## src/rtl/request_unit_mc.sv

```systemverilog
// Multi-channel data request unit. Each channel latches a datapath read or
// write on an instruction hit and holds it toward the cache until that
// channel's data hit. Shared logic gates PC advance, counts the cycles of
// the current pending window, aborts overlong windows (sticky flag) and
// honours a global flush.
module request_unit_mc #(
    parameter int NCH     = 2,
    parameter int CNT_W   = 8,
    parameter int TMO_MAX = 200
) (
    input  logic             CLK,
    input  logic             RST,
    input  logic             ihit,
    input  logic [NCH-1:0]   dhit,
    input  logic [NCH-1:0]   dREN,
    input  logic [NCH-1:0]   dWEN,
    input  logic             flush,
    output logic [NCH-1:0]   dmemREN,
    output logic [NCH-1:0]   dmemWEN,
    output logic             pcen,
    output logic             busy,
    output logic             timeout,
    output logic [CNT_W-1:0] stall_cnt
);

    typedef enum logic {
        IDLE = 1'b0,
        PEND = 1'b1
    } state_e;

    // Counter value on which a still-pending window is aborted.
    localparam logic [CNT_W-1:0] TMO_LAST = CNT_W'(TMO_MAX - 1);

    state_e           state_q [NCH];
    state_e           state_d [NCH];
    logic [NCH-1:0]   ren_q, ren_d;
    logic [NCH-1:0]   wen_q, wen_d;
    logic [NCH-1:0]   pend;
    logic [NCH-1:0]   pend_d;
    logic [CNT_W-1:0] cnt_q, cnt_d;
    logic             tmo_q, tmo_d;
    logic             busy_d;
    logic             tmo_abort;

    // Increment that sticks at the all-ones value instead of wrapping.
    function automatic logic [CNT_W-1:0] sat_inc(input logic [CNT_W-1:0] v);
        if (v == {CNT_W{1'b1}}) begin
            return v;
        end
        return v + CNT_W'(1);
    endfunction

    // Decode pending channels, the abort condition and the PC enable.
    always_comb begin
        pend = '0;
        for (int i = 0; i < NCH; i++) begin
            pend[i] = (state_q[i] == PEND);
        end
        busy = |pend;
        // Abort only if some pending channel is not being completed now.
        tmo_abort = busy && (cnt_q == TMO_LAST) && !flush && (|(pend & ~dhit));
        // PC may advance only when every channel is idle or finishing now;
        // held low while reset is asserted.
        pcen = ihit && !RST && (&(~pend | dhit));
    end

    // Per-channel next state with priority flush > abort > dhit > ihit > hold.
    always_comb begin
        pend_d = '0;
        for (int i = 0; i < NCH; i++) begin
            state_d[i] = state_q[i];
            ren_d[i]   = ren_q[i];
            wen_d[i]   = wen_q[i];
            if (flush || tmo_abort) begin
                state_d[i] = IDLE;
                ren_d[i]   = 1'b0;
                wen_d[i]   = 1'b0;
            end else if (state_q[i] == PEND) begin
                if (dhit[i]) begin
                    state_d[i] = IDLE;
                    ren_d[i]   = 1'b0;
                    wen_d[i]   = 1'b0;
                end
            end else if (ihit && !dhit[i] && (dREN[i] || dWEN[i])) begin
                // A simultaneous read and write request resolves to the write.
                state_d[i] = PEND;
                ren_d[i]   = dREN[i] & ~dWEN[i];
                wen_d[i]   = dWEN[i];
            end
            pend_d[i] = (state_d[i] == PEND);
        end
        busy_d = |pend_d;
    end

    // Stall counter and sticky timeout flag.
    always_comb begin
        cnt_d = '0;
        tmo_d = tmo_q;
        // Count only while a window continues; a fresh window starts at zero.
        if (!flush && !tmo_abort && busy_d && busy) begin
            cnt_d = sat_inc(cnt_q);
        end
        if (flush) begin
            tmo_d = 1'b0;
        end else if (tmo_abort) begin
            tmo_d = 1'b1;
        end
    end

    // State registers with synchronous reset.
    always_ff @(posedge CLK) begin
        if (RST) begin
            for (int i = 0; i < NCH; i++) begin
                state_q[i] <= IDLE;
            end
            ren_q <= '0;
            wen_q <= '0;
            cnt_q <= '0;
            tmo_q <= 1'b0;
        end else begin
            for (int i = 0; i < NCH; i++) begin
                state_q[i] <= state_d[i];
            end
            ren_q <= ren_d;
            wen_q <= wen_d;
            cnt_q <= cnt_d;
            tmo_q <= tmo_d;
        end
    end

    assign dmemREN   = ren_q;
    assign dmemWEN   = wen_q;
    assign timeout   = tmo_q;
    assign stall_cnt = cnt_q;

endmodule

```

## config.mk

```make
export PLATFORM = sky130hd
export DESIGN_NAME = request_unit_mc
export DESIGN_NICKNAME = d
export VERILOG_FILES = /design/src/rtl/request_unit_mc.sv
export SDC_FILE = /design/constraint.sdc
export NUM_CORES = 1
export LEC_CHECK = 0
export ABC_CLOCK_PERIOD_IN_PS = 1550
export BUFFER_PORTS_ARGS = -buffer_cell sky130_fd_sc_hd__buf_4
export CAP_MARGIN = 0
export CORE_MARGIN = 5
export CORE_UTILIZATION = 44
export CTS_CLUSTER_DIAMETER = 50
export DETAILED_ROUTE_END_ITERATION = 6
export GPL_TIMING_DRIVEN = 0
export PLACE_DENSITY = 0.73
export SYNTH_ARGS = -nofsm -noshare
export SYNTH_HDL_FRONTEND = slang
export SYNTH_SLANG_ARGS = --single-unit
```

## constraint.sdc

```tcl
create_clock -name CLK -period 1.55 [get_ports CLK]
set_clock_uncertainty 0.05 [all_clocks]
set_input_delay 0.155 -clock CLK [delete_from_list [all_inputs] [get_ports CLK]]
set_output_delay 0.155 -clock CLK [all_outputs]
set_load 0.1 [all_outputs]
```

; ---- Word-level counts from Yosys, hierarchy flattened
; Memories as Yosys holds them, arrays and structs flattened.
; Index checks and enable logic that the tools add are counted.
[word_totals]
in_bits = 10
n_memories = 1
mem_bits_rw = 2
ff_bits = 13
[memory_table]
columns = name, depth, width, rd, rd_ports_with_merged_regs, write_ports, line
row1 = state_q, 2, 1, 2, 0, 2, 34  ; state_e state_q [NCH];
[op_classes]
n_mux = 26
add_sub_neg = 1
n_bitwise = 11
eq_ne = 5
n_reduce_logical = 31
[ops]
columns = cell, count
row1 = 1-bit two-way mux, 25
row2 = "8-bit equality test, second input constant", 2
row3 = 1-bit logical AND, 12
row4 = 2-bit OR reduction, 6
row5 = "8-bit by 1-bit adder with 8-bit output, second input constant", 1
row6 = 8-bit two-way mux, 1
row7 = "2-bit != test, second input constant", 3
row8 = 2-bit AND reduction, 3
row9 = 1-bit zero test, 5
row10 = 2-bit inverter, 2
row11 = 2-bit nonzero test, 2
row12 = 1-bit logical OR, 3
row13 = 1-bit inverter, 3
row14 = 1-bit AND, 2
row15 = 2-bit AND, 1
row16 = 1-bit OR, 2
row17 = 2-bit OR, 1

; ---- Longest topological paths before layout
[depth]
depth_word = 11
ltp_mapped = 5
ltp_nobuf = 5

; ---- Worst setup path after synthesis
; No wires, ideal clock.
[synth_timing]
kind = register to register
from = reg cnt_q[0], in the netlist stall_cnt[0]
to = reg cnt_q[1], in the netlist stall_cnt[1]
path_stages_with_launch = 6
t_arrival_ps = 2196
n_path_buf = 0
t_required_ps = 1382
path_slack_ps = -815
cell_sequence = dfxtp_1 > ha_1 > nand3_1 > nor3_1 > mux2i_1 > nor2_1
[synth_via]
elab_chain_cells = 11
[synth_rtl]
columns = element, line
row1 = from (decl), 40  ; logic [CNT_W-1:0] cnt_q, cnt_d;
row2 = from (signal assigned), 126  ; cnt_q <= cnt_d;
row3 = 8-bit equality test, 61  ; tmo_abort = busy && (cnt_q == TMO_LAST) && !flush && (|(pend & ~dhit));
row4 = 1-bit logical AND (3 in series), 61
row5 = 1-bit logical OR, 74  ; if (flush || tmo_abort) begin
row6 = 1-bit two-way mux, 74
row7 = 2-bit OR reduction, 92  ; busy_d = |pend_d;
row8 = 1-bit logical AND (2 in series), 100  ; if (!flush && !tmo_abort && busy_d && busy) begin
row9 = 1-bit inverter (no source line), --
row10 = 2-bit OR reduction (no source line), --
; Parallel ways exist; a longest one is shown, timed or not. The select of a mux whose other input is x is not followed.
; A chain may end at the register's enable or synchronous reset.

==> results.txt <==
CP Capture Type: register
Slew @ Worst Pin: 0.371 ns
GRT Overall Usage: 15.1%
FFs w/ async S/R, synth: 0%
Ports: 25
CTS max path bufs: 2
Max incr delay on CP: 0.54 ns
EDFF count, synth: 0
Compound-Gate Fraction of Synth Area: 22.8%
Placed inst area: 0.00105 sq mm
Die width: 52.7 microns
CP top delay family: simple AND/OR/NAND/NOR gates
Fillcell total: 155
Pwr Density: 635 mW/mm^2
Worst R2R Setup Slack: -0.09 ns
Critical Path End: state_q[0][1]$_SDFF_PP0_
First-pass DRT Iterations: 4
Min cycle time layout: 1.64 ns
Synth Area in Simple Gates: 29.4%
Cell row count: 15
Final Instance Area: 0.00114 sq mm
Largest net degree at the start of global routing: 10
Static leakage: 0.451 nW
Highest-delay cell along the critical path: or4_4
Root Driver: clkbuf_4
Predominant post-synthesis flop cell: dfxtp_1
Worst setup path start: stall_cnt[3]$_SDFFE_PP0P_
Final non-filler cell total: 148
RR Endpoint: state_q[0][1]$_SDFF_PP0_
Routed wire per std cell: 12.7 microns
Max cap viols: 0
Area of the die: 0.00277 sq mm
Worst setup margin: -0.0868 ns
Top post-synthesis cells by count: dfxtp_1 (15), nor2_1 (14), nand2_1 (8)
Register area: 329 sq um
Worst-skew pair later-pin latency: 0.29 ns
Initial antenna violation count: 0
Critical Path RT: 1.66 ns
Drt first-iter violations: 10
Reg power frac: 52.3%
CTS tree: yes
PortBufs: 23
Failing checks: negative setup slack
Clock network power share: 31.2%
Sw power: 204 uW
Critical path type: register to register
Die height: 52.7 microns
WP buf/inv: 0
Cells after Synth: 94
Placement Setup Slack: -0.101 ns
Most frequent cell after synthesis: dfxtp_1
XOR/XNOR Fraction of Synth Area: 1.09%
Top cells by area, synth: dfxtp_1 (38%), nor2_1 (6.6%), a32oi_1 (4.4%)
Post-synth top area share: 37.5%
Reg2reg start: stall_cnt[3]$_SDFFE_PP0P_
Hold Crit Class: input port to register
Avg Cell Area, Syn: 8.52 sq um
Int Power: 522 uW
Inserted Clock Buffers: 3
Layout net count: 135
Syn. warnings: 0
H-Tree Depth: 1
Status: complete, but fails checks
Synth Area in Adders: 1.56%
CP Depth: 4
Initial Util: 46.4%
GR Overflow Total: 0
Post-DP HPWL: 1370 microns
Post-Syn Nets: 105
Final hold vios: 0
Slew Limit Fails: 0
Placer's final routability congestion estimate: 0.774
Vias per cell: 5.33
Count of cell types in the netlist: 32
First-pass GRT wire length: 3080 microns
Cells along the critical path: or4_4, a2111oi_4, nand2b_4, nor2_1
Post-synthesis mux area share: 2.50%
ANT cells: 0
Hold_buf cts: 0
Setup Total Neg Slack: -0.675 ns
#FFs+latches synth: 15
Peak VDD IR: 0.520 mV
Area of the multi-input gates: 512 sq um
Fin crit share: 106%
Max Clock Freq: 611 MHz
DR vias: 789
Post-synth top area cell: dfxtp_1
Worst EP arrival: 1.75 ns
Seq/Total Area, Yosys: 37.5%
Switching fraction of total power: 28.1%
Final ANT Viol Nets: 0
DRC: 0
Worst reg2reg path depth: 4
Sink Count: 15
Worst rel slew slack: 75.0%
Share of cells above drive strength 1: 48.0%
Clk pin slew, worst setup/hold paths: 0.09 ns
RSZ-0062 raised after global routing: yes
CP Launch Type: register
Crit path max fanout: 6
Fin util: 66.3%
Number of global-route vias before repair: 709
# setup viols final: 14
Final WL: 1880 microns
Main combinational cell family by area after synthesis: simple AND/OR/NAND/NOR gates
Area growth, synth to finish: 43.0%
Logic pwr share: 16.5%
Cell Area, Synth: 801 sq um
Cells after DPL: 142
Core area: 0.00173 sq mm
-- how the worst min path moves through the flow --
stage	startpoint	to	slack, ns	cells after the start
finish	dhit[0]	dmemREN[0]$_SDFFE_PP0P_	0.12	3
global route	dhit[0]	dmemREN[0]$_SDFFE_PP0P_	0.11	3
CTS	dhit[0]	dmemREN[0]$_SDFFE_PP0P_	0.11	3
detailed placement	timeout$_SDFFE_PP0P_	timeout$_SDFFE_PP0P_	0.42	1
global placement	timeout$_SDFFE_PP0P_	timeout$_SDFFE_PP0P_	0.40	1
floorplan	dhit[0]	dmemREN[0]$_SDFFE_PP0P_	0.30	2
-- state kept, by name (all words and copies together) (netlist names) --
register,cells
stall_cnt,8
dmemREN,2
dmemWEN,2
state_q,2
timeout,1
-- logic make-up after synthesis --
| group | count (synthesis) |
|---|---|
| AOI/OAI and AO/OA | 21 |
| xor gates and xnor gates | 1 |
| adders and majority gates | 1 |
| buffers and inverters | 10 |
| DFF | 15 |
| muxes | 2 |
| and+or+nand+nor | 44 |
-- per-layer routing --
layer / global-route usage (%) / up-vias / share of wire [%]
met2: 24.8 / 32 / 47
met5: 0 / - / 0
li1: - / 398 / -
met3: 3.99 / 6 / 7.1
met4: 8.94 / 0 / 2.0
met1: 17.4 / 353 / 44
-- layout make-up --
type                            count  area share, %
Multi-Input combinational cell     69           44.7
Sequential cell                    15           28.7
Timing Repair Buffer               26           18.1
Tap cell                           25           2.73
Clock buffer                        4           2.30
Inverter                            7           2.30
Buffer                              2           1.09
-- timing repair --
action / in CTS / in global routing
resized for setup: 6 / 7
endpoints found under the hold margin: 0 / 0
setup endpoints to repair: 15 / 16
pin swaps: 1 / 4
buffers inserted: 3 / 0
-- power by group through the flow --
| stage | clock network, mW | registers [mW] | logic, mW |
|---|---|---|---|
| after floorplan | 0 | 0.403 | 0.0636 |
| after global placement | 0 | 0.387 | 0.112 |
| final | 0.227 | 0.380 | 0.120 |
| after detailed placement | 0 | 0.388 | 0.114 |
| after CTS | 0.231 | 0.378 | 0.120 |
| after global routing | 0.258 | 0.381 | 0.128 |
-- per-stage QoR --
step | power [mW] | hold WS [ns]
2_1_floorplan | 0.466 | 0.304
3_3_place_gp | 0.500 | 0.404
3_5_place_dp | 0.501 | 0.416
4_1_cts | 0.729 | 0.114
5_1_grt | 0.766 | 0.110
6_report | 0.727 | 0.119
-- worst register-to-register path, stage by stage, from the launching register on --
cell       delay, ns
dfxtp_4         0.35
or4_4           0.54
a2111oi_4       0.27
nand2b_4        0.26
nor2_1          0.05
-- cells in the final DEF (no fill, tap or decap), types with 4 or more instances in the layout --
cell      netlist  layout
nand3_1         4       4
dfxtp_1        15       6
dfxtp_4         0       7
inv_1           7       7
clkbuf_4        0       4
o21ai_0         5       5
nand2_1         8       8
buf_4           0      25
nor2_2          4       6
nor2_1         14      12
a32oi_1         4       4
No activity file was read; power rests on OpenSTA's default activity.
